`config.mk`:
```
export PLATFORM = sky130hd
export DESIGN_NAME = aes_stream_sequencer
export DESIGN_NICKNAME = d
export VERILOG_FILES = /design/src/rtl/aes_stream_sequencer.sv
export SDC_FILE = /design/constraint.sdc
export NUM_CORES = 1
export LEC_CHECK = 0
export ABC_CLOCK_PERIOD_IN_PS = 3400
export CAP_MARGIN = 20
export CORE_ASPECT_RATIO = 0.8
export CORE_MARGIN = 2
export CORE_UTILIZATION = 30
export CTS_CLUSTER_DIAMETER = 120
export DETAILED_ROUTE_END_ITERATION = 16
export PLACE_DENSITY_LB_ADDON = 0.2
export SYNTH_ARGS = -nofsm -noshare
export SYNTH_HDL_FRONTEND = slang
export SYNTH_SLANG_ARGS = --single-unit
```
`constraint.sdc`:
```
create_clock -name clk -period 3.4 [get_ports clk]
set_input_delay 0.68 -clock clk [delete_from_list [all_inputs] [get_ports clk]]
set_output_delay 0.68 -clock clk [all_outputs]
set_load 0.01 [all_outputs]
```
`src/rtl/aes_stream_sequencer.sv`:
```
// aes_stream_sequencer: gathers four host words, runs the AES core and streams the result back out
module aes_stream_sequencer #(
  parameter int TIMEOUT = 64
) (
  input  logic         clk,
  input  logic         reset,
  input  logic [31:0]  in_data,
  input  logic         in_valid,
  output logic         in_ready,
  input  logic         abort,
  output logic [127:0] aes_din,
  output logic         aes_start,
  input  logic         aes_done,
  output logic         sr_load,
  output logic         sr_shift,
  output logic         sr_cs,
  output logic         out_valid,
  output logic         out_last,
  input  logic         out_ready,
  output logic         busy,
  output logic         err
);
  typedef enum logic [2:0] {IDLE, GATHER, START, WAIT_CORE, LOAD, STREAM} state_t;
  localparam logic [15:0] TIMER_MAX = 16'(TIMEOUT - 1);
  state_t       state_q, state_d;
  logic [1:0]   cnt_q, cnt_d;
  logic [15:0]  timer_q, timer_d;
  logic [127:0] din_q, din_d;
  logic         err_q, err_d;
  // state, counters, assembled block and sticky error
  always_ff @(posedge clk) begin
    if (reset) begin
      state_q <= IDLE;
      cnt_q   <= 2'd0;
      timer_q <= 16'd0;
      din_q   <= 128'd0;
      err_q   <= 1'b0;
    end else begin
      state_q <= state_d;
      cnt_q   <= cnt_d;
      timer_q <= timer_d;
      din_q   <= din_d;
      err_q   <= err_d;
    end
  end
  // next state and handshake strobes; cnt_q counts input words, then output words
  always_comb begin
    state_d   = state_q;
    cnt_d     = cnt_q;
    din_d     = din_q;
    err_d     = err_q;
    in_ready  = (state_q == IDLE || state_q == GATHER) && !abort;
    aes_start = state_q == START && !abort;
    sr_load   = state_q == LOAD && !abort;
    sr_cs     = state_q == LOAD || state_q == STREAM;
    out_valid = state_q == STREAM;
    out_last  = out_valid && cnt_q == 2'd3;
    sr_shift  = out_valid && out_ready && !abort;
    case (state_q)
      IDLE, GATHER: if (in_valid && in_ready) begin
        din_d[{~cnt_q, 5'd0} +: 32] = in_data;
        cnt_d   = cnt_q + 2'd1;
        state_d = cnt_q == 2'd3 ? START : GATHER;
        err_d   = state_q == IDLE ? 1'b0 : err_q;
      end
      START:     state_d = WAIT_CORE;
      WAIT_CORE: begin
        state_d = aes_done ? LOAD : timer_q == TIMER_MAX ? IDLE : WAIT_CORE;
        err_d   = err_q || (!aes_done && timer_q == TIMER_MAX);
      end
      LOAD:      state_d = STREAM;
      STREAM: if (sr_shift) begin
        cnt_d   = cnt_q + 2'd1;
        state_d = cnt_q == 2'd3 ? IDLE : STREAM;
      end
      default:   state_d = IDLE;
    endcase
    if (abort) begin
      state_d = IDLE;
      cnt_d   = 2'd0;
    end
    timer_d = state_q == WAIT_CORE && state_d == WAIT_CORE ? timer_q + 16'd1 : 16'd0;
  end
  assign aes_din = din_q;
  assign busy    = state_q != IDLE;
  assign err     = err_q;
endmodule

```
==> flow_metrics.tcl <==
set metrics [dict create \
    slew_headroom_pct 50.3 \
    grt-ovfl-total 0 \
    startpoint_type "input pin" \
    core_um2 18900 \
    crit_chain "clkdlybuf4s50_1 -> nand3b_1 -> nor2_1 -> clkdlybuf4s50_1" \
    routed_wl_um 19300 \
    cts_setup_buffers 0 \
    detail_route.vias_per_cell 4.90 \
    dp_hpwl_um 12400 \
    gp_congestion 0.769 \
    critPathTopFamily "buffers and inverters" \
    drt_first_pass_iters 5 \
    drive_above_1_share_pct 6.82 \
    synth_seq_cells 150 \
    die_width_um 159 \
    hold_violations 0 \
    clock-root-buffer "clkbuf_16" \
    async_flop_share_pct 0 \
    synthFlopType "dfxtp_1" \
    status "finished, final reports clean" \
    layout_min_cycle_time_ps 2840 \
    clock_skew_ps 9.18 \
    start_util_pct 30.4 \
    grt_pass1_wl_um 30500 \
    cts_buffers 17 \
    synth_fp_nets 761 \
    syn_to_final_growth_pct 44.9 \
    place_worst_setup_slack_ps 583 \
    fin_area_um2 8340 \
    clock_sinks 150 \
    cap_violations 0 \
    critPathArrivalTime_ps 2160 \
    max_stage_delay_ps 550 \
    fp.dieH_um 128 \
    drcViolationCount 0 \
    diodes 0 \
    final_nets 911 \
    final_common_cell "clkdlybuf4s50_1" \
    vdd_drop_max_uv 282 \
    cp_max_fo 7 \
    clk_latency_ps 420 \
    p_leak_nw 2.68 \
    place_area_um2 7760 \
    synth_top_area_share_pct 52.2 \
    routed-via-count 5574 \
    io_pins 175 \
    cts_resized 0 \
    fin_crit_sh_pct 83.5 \
    syn_area_um2 5760 \
    max_freq_mhz 352 \
    p_per_area_nw_per_um2 465 \
    yosysTopAreaCell "dfxtp_1" \
    setup_ws_ps 563 \
    rsz0062_at_grt "false" \
    antenna_found_initial 0 \
    drtAntennaViolNets 0 \
    grt_max_degree 82 \
    worst_pin_slew_ps 745 \
    drtIter0Drc 334 \
    fin_tns_setup_ps 0 \
    grt_pass1_vias 5383 \
    cts_max_level 4 \
    final_cell_mix "clkdlybuf4s50_1 (173), dfxtp_1 (150), nand2_1 (139), a21oi_1 (134), nand3_1 (133)" \
    synth.area.top_cells "dfxtp_1 (52%), a21oi_1 (12%), nand3_1 (12%), nand2_1 (9.1%), clkbuf_1 (3.1%)" \
    cts_buffer_depth 2 \
    die-area_um2 20300 \
    crit_slowest_cell "clkdlybuf4s50_1" \
    cts_hold_buf 0 \
    hp-class "flip-flop to flip-flop" \
    required_ps 2720 \
    cts_tree "yes" \
    ys_warn_count 0 \
    crit_path_end_kind "output pin" \
    synthDistinctLibCells 33 \
    crit_path_frequent_cell "clkdlybuf4s50_1" \
    rows 45 \
    nFillCells 1893 \
    synth_cells 717 \
    grt_use_total_pct 19.1 \
    cp_num_buf_inv 2 \
    avgSynthCellArea_um2 8.03 \
    final_cells 1138 \
    crit_type "input pin to output pin" \
    drv_slew 0 \
    io_buffer_count 174 \
    clk_pin_slew_ps 60 \
    synth-edff-count 0 \
    dp_cells 1106 \
    ys_seq_area_share_pct 52.2 \
    setup_viol 0 \
    hold_slack_ps 449 \
    post_drt_wl_per_cell_um 17.0 \
]
-- path summary, 6_finish.rpt --
path	start	end	cells past startpoint	slack, ps
setup / recovery	abort	sr_shift	4	560
hold / removal	aes_din[71]	aes_din[71]	2	450
setup reg to reg	timer_q[0]	timer_q[6]	5	1100
hold reg to reg	aes_din[71]	aes_din[71]	2	450
-- Yosys cell counts (2+ instances only) --
master,count
dfxtp_1,150
nand2_1,139
a21oi_1,134
nand3_1,133
clkbuf_1,48
nor2_1,21
inv_1,11
xnor2_1,11
buf_2,10
nor3_1,9
and2_1,6
ha_1,6
and3_1,4
or3_1,4
nand2b_1,3
nand4_1,3
o21ai_0,3
or2_2,3
or4_1,3
nor4_1,2
xor2_1,2
-- per-layer routing --
metal | GRT usage [%] | part of all wire, % | up-vias | routed length (um)
met1 | 26.4 | 49 | 2668 | 9550
li1 | - | - | 2738 | -
met5 | 0 | 0 | - | 0
met4 | 4.39 | 0.66 | 0 | 128
met3 | 6.05 | 6.2 | 12 | 1190
met2 | 29.1 | 44 | 156 | 8450
-- flip-flops by register name, summed over array words and instances, names as in the netlist --
| name | count |
|---|---|
| aes_din | 128 |
| timer_q | 16 |
| state_q | 3 |
| cnt_q | 2 |
| err | 1 |
-- through the flow --
| step | utilization, % | total power [mW] |
|---|---|---|
| after floorplan | - | 1.92 |
| after global placement | 41.0 | 2.06 |
| after detailed placement | 41.0 | 2.06 |
| after CTS | 44.1 | 3.92 |
| after global routing | 44.1 | 4.02 |
| final | 44.1 | 3.88 |
-- layout make-up --
cell class | instances | area, um^2 | share of cell area, %
clock inverters | 14 | 141 | 1.69
well taps | 258 | 323 | 3.87
inverters | 11 | 41.3 | 0.495
repair buffers | 190 | 1910 | 22.9
clock buffers | 18 | 439 | 5.26
flip-flops and latches | 150 | 3000 | 36.0
multi-input cells | 497 | 2490 | 29.8
-- worst reg2reg max path: stages (launching register included) --
cell and delay (ps):
dfxtp_1 390, ha_1 280, or4bb_1 510, or4_4 470, o211ai_4 430, nor2_1 100
-- kinds of logic after synthesis --
kind of cell | count (synthesis) | synth area share, %
compound gates | 142 | 12.8
xor+xnor | 13 | 1.98
fa+ha+maj | 6 | 1.30
buf+inv | 70 | 4.91
flops | 150 | 52.2
mux | 1 | 0.174
simple gates | 335 | 26.7
-- power breakdown --
group          switching [mW]  internal [mW]
sequential             0.0125           1.78
clock                   0.816           1.05
combinational           0.134          0.100
(Power assumes the default switching activity.)
